--- config.mk ---
export PLATFORM = sky130hd
export DESIGN_NAME = exe_muldiv
export DESIGN_NICKNAME = d
export VERILOG_FILES = /design/src/rtl/exe_pkg.sv /design/src/rtl/exe_muldiv.sv
export SDC_FILE = /design/constraint.sdc
export NUM_CORES = 1
export LEC_CHECK = 0
export CAP_MARGIN = 20
export CORE_UTILIZATION = 53
export DETAILED_ROUTE_END_ITERATION = 7
export PLACE_DENSITY = 0.73
export SLEW_MARGIN = 20
export SYNTH_ARGS = -nofsm -noshare
export SYNTH_HDL_FRONTEND = slang
export SYNTH_SLANG_ARGS = --single-unit
export TNS_END_PERCENT = 50
--- constraint.sdc ---
create_clock -name clk_i -period 6.8 [get_ports clk_i]
set_input_delay 0.68 -clock clk_i [delete_from_list [all_inputs] [get_ports clk_i]]
set_output_delay 0.68 -clock clk_i [all_outputs]
set_load 0.1 [all_outputs]
--- src/rtl/exe_pkg.sv ---
// Shared execute-stage definitions: RV32M/RV64M funct3 encodings,
// multiply/divide FSM states and the M-extension decode constants.
package exe_pkg;

    // Opcode and funct7 that identify an M-extension R-type instruction
    localparam logic [6:0] INST_TYPE_R_M = 7'b0110011;
    localparam logic [6:0] FUNCT7_M      = 7'b0000001;

    // funct3 encodings of the M group
    localparam logic [2:0] MD_MUL    = 3'b000;
    localparam logic [2:0] MD_MULH   = 3'b001;
    localparam logic [2:0] MD_MULHSU = 3'b010;
    localparam logic [2:0] MD_MULHU  = 3'b011;
    localparam logic [2:0] MD_DIV    = 3'b100;
    localparam logic [2:0] MD_DIVU   = 3'b101;
    localparam logic [2:0] MD_REM    = 3'b110;
    localparam logic [2:0] MD_REMU   = 3'b111;

    typedef enum logic [1:0] {
        MD_IDLE = 2'd0,
        MD_CALC = 2'd1,
        MD_DONE = 2'd2
    } md_state_t;

    // Divide/remainder ops all have funct3[2] set
    function automatic logic md_is_div(input logic [2:0] op);
        return op[2];
    endfunction

endpackage

--- src/rtl/exe_muldiv.sv ---
// Multi-cycle M-extension unit: one-bit-per-cycle shift-add multiplier and
// restoring divider sharing one 2*XLEN accumulator, with single-cycle handling
// of divide-by-zero and signed overflow, and a flush that aborts in-flight work.
module exe_muldiv
    import exe_pkg::*;
#(
    parameter int XLEN    = 32,
    parameter int RADDR_W = 5
) (
    input  logic               clk_i,
    input  logic               rst_n_i,
    input  logic               start_i,
    input  logic [2:0]         op_i,
    input  logic [XLEN-1:0]    op1_i,
    input  logic [XLEN-1:0]    op2_i,
    input  logic [RADDR_W-1:0] reg_waddr_i,
    input  logic               flush_i,
    output logic               ready_o,
    output logic               busy_o,
    output logic               done_o,
    output logic               reg_we_o,
    output logic [RADDR_W-1:0] reg_waddr_o,
    output logic [XLEN-1:0]    reg_wdata_o
);

    localparam int CNT_W = $clog2(XLEN) + 1;
    localparam logic [CNT_W-1:0] LAST_CNT = CNT_W'(XLEN - 1);
    localparam logic [XLEN-1:0]  MIN_NEG  = {1'b1, {(XLEN-1){1'b0}}};

    md_state_t             r_state;
    logic [CNT_W-1:0]      r_cnt;
    logic [2:0]            r_op;
    logic [RADDR_W-1:0]    r_waddr;
    logic                  r_neg;
    logic [XLEN-1:0]       r_b;       // multiplicand or divisor magnitude
    logic [2*XLEN-1:0]     r_acc;     // {partial hi, multiplier} or {remainder, quotient}
    logic                  r_done;
    logic [RADDR_W-1:0]    r_waddr_o;
    logic [XLEN-1:0]       r_wdata;

    logic                  w_is_div;
    logic                  w_sign1;
    logic                  w_sign2;
    logic [XLEN-1:0]       w_mag1;
    logic [XLEN-1:0]       w_mag2;
    logic                  w_neg;
    logic                  w_div0;
    logic                  w_ovf;
    logic                  w_fast;
    logic [XLEN-1:0]       w_fast_res;
    logic [XLEN:0]         w_sum;
    logic [XLEN:0]         w_diff;
    logic [2*XLEN-1:0]     w_mul_nxt;
    logic [2*XLEN-1:0]     w_div_nxt;
    logic [2*XLEN-1:0]     w_acc_nxt;
    logic [2*XLEN-1:0]     w_prod;
    logic [XLEN-1:0]       w_quo;
    logic [XLEN-1:0]       w_rem;
    logic [XLEN-1:0]       w_result;

    // Request decode: operand signedness, magnitudes, result sign, fast paths
    always_comb begin
        w_is_div = md_is_div(op_i);
        w_sign1  = op1_i[XLEN-1] && (op_i == MD_MUL || op_i == MD_MULH || op_i == MD_MULHSU ||
                                     op_i == MD_DIV || op_i == MD_REM);
        w_sign2  = op2_i[XLEN-1] && (op_i == MD_MUL || op_i == MD_MULH ||
                                     op_i == MD_DIV || op_i == MD_REM);
        w_mag1   = w_sign1 ? -op1_i : op1_i;
        w_mag2   = w_sign2 ? -op2_i : op2_i;
        // Remainder takes the dividend's sign; everything else sign1 ^ sign2
        w_neg    = (op_i == MD_REM) ? w_sign1 : (w_sign1 ^ w_sign2);
        w_div0   = w_is_div && (op2_i == '0);
        w_ovf    = (op_i == MD_DIV || op_i == MD_REM) && (op1_i == MIN_NEG) && (op2_i == '1);
        w_fast   = w_div0 || w_ovf;
        if (w_div0)
            w_fast_res = op_i[1] ? op1_i : '1;
        else
            w_fast_res = op_i[1] ? '0 : op1_i;
    end

    // One iteration of either datapath, plus sign fix-up and word select of
    // the would-be final accumulator so the last iteration can retire directly
    always_comb begin
        w_sum     = {1'b0, r_acc[2*XLEN-1:XLEN]} + {1'b0, r_b};
        w_mul_nxt = r_acc[0] ? {w_sum, r_acc[XLEN-1:1]} : {1'b0, r_acc[2*XLEN-1:1]};
        w_diff    = r_acc[2*XLEN-1:XLEN-1] - {1'b0, r_b};
        w_div_nxt = !w_diff[XLEN] ? {w_diff[XLEN-1:0], r_acc[XLEN-2:0], 1'b1}
                                  : {r_acc[2*XLEN-2:0], 1'b0};
        w_acc_nxt = md_is_div(r_op) ? w_div_nxt : w_mul_nxt;
        w_prod    = r_neg ? -w_acc_nxt : w_acc_nxt;
        w_quo     = r_neg ? -w_acc_nxt[XLEN-1:0] : w_acc_nxt[XLEN-1:0];
        w_rem     = r_neg ? -w_acc_nxt[2*XLEN-1:XLEN] : w_acc_nxt[2*XLEN-1:XLEN];
        case (r_op)
            MD_MUL:                       w_result = w_prod[XLEN-1:0];
            MD_MULH, MD_MULHSU, MD_MULHU: w_result = w_prod[2*XLEN-1:XLEN];
            MD_DIV, MD_DIVU:              w_result = w_quo;
            default:                      w_result = w_rem;
        endcase
    end

    // Control FSM and datapath registers; flush beats completion
    always_ff @(posedge clk_i or negedge rst_n_i) begin
        if (!rst_n_i) begin
            r_state   <= MD_IDLE;
            r_cnt     <= '0;
            r_op      <= '0;
            r_waddr   <= '0;
            r_neg     <= 1'b0;
            r_b       <= '0;
            r_acc     <= '0;
            r_done    <= 1'b0;
            r_waddr_o <= '0;
            r_wdata   <= '0;
        end else if (flush_i) begin
            r_state <= MD_IDLE;
            r_cnt   <= '0;
            r_done  <= 1'b0;
        end else begin
            case (r_state)
                MD_IDLE: begin
                    r_done <= 1'b0;
                    if (start_i) begin
                        r_op    <= op_i;
                        r_waddr <= reg_waddr_i;
                        r_neg   <= w_neg;
                        r_cnt   <= '0;
                        if (w_fast) begin
                            r_state   <= MD_DONE;
                            r_done    <= 1'b1;
                            r_wdata   <= w_fast_res;
                            r_waddr_o <= reg_waddr_i;
                        end else begin
                            r_state <= MD_CALC;
                            r_b     <= w_is_div ? w_mag2 : w_mag1;
                            r_acc   <= {{XLEN{1'b0}}, (w_is_div ? w_mag1 : w_mag2)};
                        end
                    end
                end
                MD_CALC: begin
                    r_acc <= w_acc_nxt;
                    r_cnt <= r_cnt + CNT_W'(1);
                    if (r_cnt == LAST_CNT) begin
                        r_state   <= MD_DONE;
                        r_done    <= 1'b1;
                        r_wdata   <= w_result;
                        r_waddr_o <= r_waddr;
                    end
                end
                MD_DONE: begin
                    r_done  <= 1'b0;
                    r_state <= MD_IDLE;
                end
                default: begin
                    r_done  <= 1'b0;
                    r_state <= MD_IDLE;
                end
            endcase
        end
    end

    assign ready_o     = (r_state == MD_IDLE);
    assign busy_o      = !ready_o;
    assign done_o      = r_done;
    assign reg_we_o    = r_done;
    assign reg_waddr_o = r_waddr_o;
    assign reg_wdata_o = r_wdata;

endmodule
* Word-level counts from Yosys, hierarchy flattened
Index checks and enable logic that the tools add are counted.
Word-level totals: flip-flop bits (word level) 151
Cells by class: equal/unequal tests 19, reductions and logical operators 28, bitwise logic cells 3, mux-type cells 39, add/subtract/negate cells 8
Operator list (number):
- $mux 32 | 12
- $mux 64 | 6
- $neg 32->32 | 4
- $pmux 64 s2 | 1
- $pmux 32 s3 | 1
- $eq 32x32->1 const B | 2
- $neg 64->64 | 1
- $pmux 32 s2 | 1
- $add 32x32->33 | 1
- $sub 33x32->33 | 1
- $logic_not 32->1 | 1
- $mux 5 | 3
- $eq 3x3->1 const B | 4
- $mux 6 | 2
- $pmux 6 s2 | 1
- $pmux 5 s2 | 1
- $eq 3x2->1 const B | 3
- $logic_or 1x1->1 | 8
- $mux 2 | 4
- $reduce_and 4->1 | 2
- $add 6x1->6 const B | 1
- $eq 3x1->1 const B | 2
- $eq 6x5->1 const B | 1
- $logic_not 3->1 | 2
- other kinds (19) | 32

* Logic depth before layout (Yosys ltp)
Gate-level depths: netlist of the first run.
depth after elaboration 11, gate-level depth with buffers 26, depth with buffers taken out 24

* Worst setup path after synthesis of the first run
OpenSTA, ideal clock, no wires.
path type reg2reg, from register r_acc[31], to register r_wdata[30], in the netlist reg_wdata_o[30], data arrival time 4.770 ns, cell stages (with the launch flop) 27, period minus slack after synthesis 4.896 ns, path slack 1.904 ns, path buffers 2, cells stage by stage dfrtp_1 -> inv_1 -> ha_1 -> inv_1 -> fa_1 -> a211oi_2 -> o211ai_2 -> a311o_1 -> and3_1 -> buf_2 -> nor3_4 -> buf_6 -> nor3_1 -> or2_2 -> inv_1 -> ha_1 -> o21ai_0 -> nor4_1 -> nand4_1 -> nor2_1 -> nand2_1 -> nand2_1 -> nand3_1 -> o41ai_1 -> xnor2_1 -> a221oi_1 -> nor2_1
Between the ends: word-level cells in the longest chain between the ends 8
RTL lines:
- start: declaration | RTL line exe_muldiv.sv:36 | logic [2*XLEN-1:0] r_acc;
- start signal: assignment | RTL line exe_muldiv.sv:135 | r_acc <= {{XLEN{1'b0}}, (w_is_div ? w_mag1 : w_mag2)};
- start signal: assignment | RTL line exe_muldiv.sv:140 | r_acc <= w_acc_nxt;
- $sub 33x32->33 | RTL line exe_muldiv.sv:86 | w_diff = r_acc[2*XLEN-1:XLEN-1] - {1'b0, r_b};
- $mux 64 | RTL line exe_muldiv.sv:87 | w_div_nxt = !w_diff[XLEN] ? {w_diff[XLEN-1:0], r_acc[XLEN-2:0], 1'b1}
- $mux 64 (*) | RTL line exe_muldiv.sv:89 | w_acc_nxt = md_is_div(r_op) ? w_div_nxt : w_mul_nxt;
- $neg 64->64 (tied with other cells) | RTL line exe_muldiv.sv:90 | w_prod = r_neg ? -w_acc_nxt : w_acc_nxt;
- $mux 64 (tied with other cells) | RTL line exe_muldiv.sv:90
- $pmux 32 s3 (*) | RTL line exe_muldiv.sv:93 | case (r_op)
- $mux 32 (*) | RTL line exe_muldiv.sv:142 | if (r_cnt == LAST_CNT) begin
- $pmux 32 s2 (*) | RTL line exe_muldiv.sv:119 | case (r_state)
- end signal: assignment | RTL line exe_muldiv.sv:130 | r_wdata <= w_fast_res;
- end signal: assignment | RTL line exe_muldiv.sv:145 | r_wdata <= w_result;
- end: declaration | RTL line exe_muldiv.sv:39 | logic [XLEN-1:0] r_wdata;
Mark *: on every way between the ends. The rest lies on a longest branch, timed or not. The select of a mux whose other input is x is not followed. A chain may end at the register's enable or synchronous reset.

* Worst setup path in the final report of the first run
from register r_acc[31], to register r_wdata[18], in the netlist reg_wdata_o[18]
Same word-level chain as after synthesis.

==> out/results.txt, run 1 <==
final hold vios -> 0
Syn-to-layout area delta -> 11.4%
startpoint class of the critical path -> flop
RD Place Congestion -> 1.08
commonest non-fill, non-tap cell in the layout -> nand2_1
Lkg Pwr -> 0.00771 uW
ANT cells -> 0
Post-CTS Setup Inserts -> 0
Max Clock Skew -> 0.0164 ns
WL per Instance -> 25.3 um
sequential fraction of the synthesis area -> 22.1%
largest net degree at the start of global routing -> 90
post-route cell area -> 19100 um2
port bufs -> 116
Post-synth EDFFs -> 0
Psw -> 4280 uW
VDD IR max -> 0.217 mV
R2R Path End -> reg_wdata_o[18]
wirelength, routed -> 70700 um
Synth Warn # -> 0
Filler Cell Count -> 2958
# rows -> 65
Top FF cell, synth -> dfrtp_1
Crit path required time -> 7.14 ns
number of synthesized register bits -> 151
Starting Density -> 54.1%
# hold bufs at CTS -> 0
DRC violations left -> 0
most frequent cells in the layout -> 299 x nand2_1, 231 x o21ai_0, 210 x a21oi_1, 206 x nor2_1, 148 x dfrtp_1
crit path capture type -> flop
unrepaired setup endpoints after global routing -> no
CTS tree -> done
H-tree Lvls -> 4
# setup viols final -> 0
layout cell share with drive strength beyond 1 -> 5.97%
syn avg cell area -> 7.24 um2
Clk Latency, worst-skew pair -> 0.47 ns
Worst R2R Setup Slack -> 0.77 ns
critical path class -> reg -> reg
crit path launch -> r_acc[31]
cts repair resizes -> 0
core area -> 31600 um2
Netlist cell types -> 101
die area -> 33000 um2
CP Data Arrival Time -> 6.37 ns
ANT nets after route -> 0
Worst-Margin Slew -> 1.16 ns
GRT Residual Overflow -> 0
Worst Path Max Fanout -> 16
initial antenna violation count -> 1
Clock power frac -> 12.9%
Detail Placement HPWL -> 54900 um
reg2reg start -> r_acc[31]
1st-iter DRT viols -> 2410
PwrDens -> 402 nW/um2
slew margin rel. -> 22.1%
Vias/cell -> 6.84
fin crit share -> 88.7%
Cell Area, Synth -> 17100 um2
Inserted Clock Buffers -> 17
Internal -> 3390 uW
Ports -> 117
Achievable Freq -> 0.166 GHz
ys async rst share -> 100%
clock sink count -> 151
Die X -> 182 um
reg2reg path depth -> 21
total track usage -> 42.4%
Syn Inst Count -> 2365
Comb pwr share -> 69.2%
Chip Height -> 182 um
vias in the first global route -> 17200
setup slack after layout -> 0.768 ns
pre-CTS WS -> 1.03 ns
sequential power share -> 17.8%
drt pass-1 iters -> 6
Slew Limit Fails -> 0
root buffer cell -> clkbuf_16
status -> completed
max-cap viol count -> 0
Nets -> 2532
Period minus WS final -> 6.03 ns
Cell Area, Placed -> 18500 um2
Mapped Nets -> 2513
fin util -> 60.3%
first-pass GRT wire length -> 105000 um
Net Sw Frac -> 55.8%
worst setup path end -> reg_wdata_o[18]
vias -> 19100
Hold Path Class -> in -> async
clock slew at reported path FFs -> 0.08 ns
Longest Clk Path Bufs -> 2
Setup TNS -> 0 ns
## per-layer routing
| layer | vias up | global-route usage (%) | routed length, um |
|---|---|---|---|
| met4 | 0 | 27.3 | 5000 |
| met5 | - | 0 | 0 |
| met2 | 1119 | 62.0 | 29500 |
| li1 | 8706 | - | - |
| met3 | 257 | 9.83 | 7480 |
| met1 | 9060 | 56.1 | 28700 |
## through the flow
stage / power [uW] / hold WS (ns) / instances
2_1_floorplan: 4840 / 0.384 / 2365
5_1_grt: 8040 / 0.384 / 2799
6_report: 7680 / 0.300 / 2799
3_5_place_dp: 6450 / 0.473 / 2767
4_1_cts: 7460 / 0.347 / 2799
3_3_place_gp: 6400 / 0.472 / 2766
## worst min-delay path by stage
stage	startpoint	end	slack, ns	cells after the start
floorplan	rst_n_i	done_o	0.38	0
global placement	reg_wdata_o[8]	reg_wdata_o[8]	0.47	2
detailed placement	reg_wdata_o[1]	reg_wdata_o[1]	0.47	2
CTS	rst_n_i	reg_wdata_o[24]	0.35	1
global route	rst_n_i	reg_waddr_o[0]	0.38	1
finish	rst_n_i	reg_waddr_o[0]	0.30	1
## sequential cells by signal (all words and copies together), names as in the netlist
signal / cells
done_o: 1
r_acc: 64
r_b: 32
r_cnt: 6
r_neg: 1
r_op: 3
r_state: 2
r_waddr: 5
reg_waddr_o: 5
reg_wdata_o: 32
## cells in the mapped netlist (33+ instances only)
master | instances | area share [%]
a211oi_1 | 37 | 1.6
a21o_1 | 37 | 1.6
a21oi_1 | 211 | 6.2
a31oi_1 | 47 | 1.7
clkbuf_1 | 111 | 2.4
dfrtp_1 | 151 | 22
ha_1 | 70 | 5.1
inv_1 | 82 | 1.8
mux2i_1 | 55 | 3.2
nand2_1 | 300 | 6.6
nand3_1 | 77 | 2.3
nor2_1 | 206 | 4.5
nor3_1 | 60 | 1.8
o21ai_0 | 231 | 6.8
o31ai_1 | 33 | 1.4
xnor2_1 | 105 | 5.4
xor2_1 | 61 | 3.1
## power by group through the flow
| stage | clock network, uW | logic [uW] | registers (uW) |
|---|---|---|---|
| final | 993 | 5310 | 1370 |
| after CTS | 994 | 5120 | 1350 |
| after detailed placement | 0 | 5080 | 1370 |
| after global placement | 0 | 5050 | 1360 |
| after floorplan | 0 | 3540 | 1300 |
| after global routing | 1030 | 5620 | 1380 |
## cell families (layout without fill, tap and decap cells)
logic type | after synthesis | count (layout) | synth area share, %
compound gates | 812 | 812 | 30.2
simple gates | 848 | 848 | 23.6
xor+xnor | 166 | 166 | 8.49
buf+inv | 238 | 270 | 5.62
mux | 69 | 69 | 4.14
flops | 151 | 151 | 22.1
fa+ha+maj | 81 | 81 | 5.87
## cell type report
class                   instances  area, um2  share of cell area [%]
inverters                      83        312                    1.63
clock buffers                  18        439                    2.30
flip-flops and latches        151       3780                    19.8
repair buffers                155       1460                    7.65
clock inverters                14        156                   0.820
multi-input cells            1976      12400                    65.1
well taps                     402        503                    2.64
## critical path, cell delays in order (launching register included)
cell and delay, ns:
dfrtp_1 0.41, inv_1 0.08, ha_1 0.17, inv_1 0.06
fa_1 0.43, a211oi_2 0.33, o211ai_2 0.26, a311o_1 0.43
and3_1 0.32, o21ai_4 0.34, buf_4 0.35, nand3_1 0.12
a31oi_1 0.60, inv_1 0.25, ha_1 0.42, nand2_1 0.15
nand2_1 0.13, a21oi_1 0.40, a21oi_1 0.10, xnor2_1 0.17
a221oi_1 0.30, nor2_1 0.08
Power figures use the tool's default switching activity.
==> run 2: changes to the inputs <==
Settings changed: CAP_MARGIN 20 to not set.
==> results of run 2 <==
No change in the layout: final DEF, timing and power equal those of run 1.
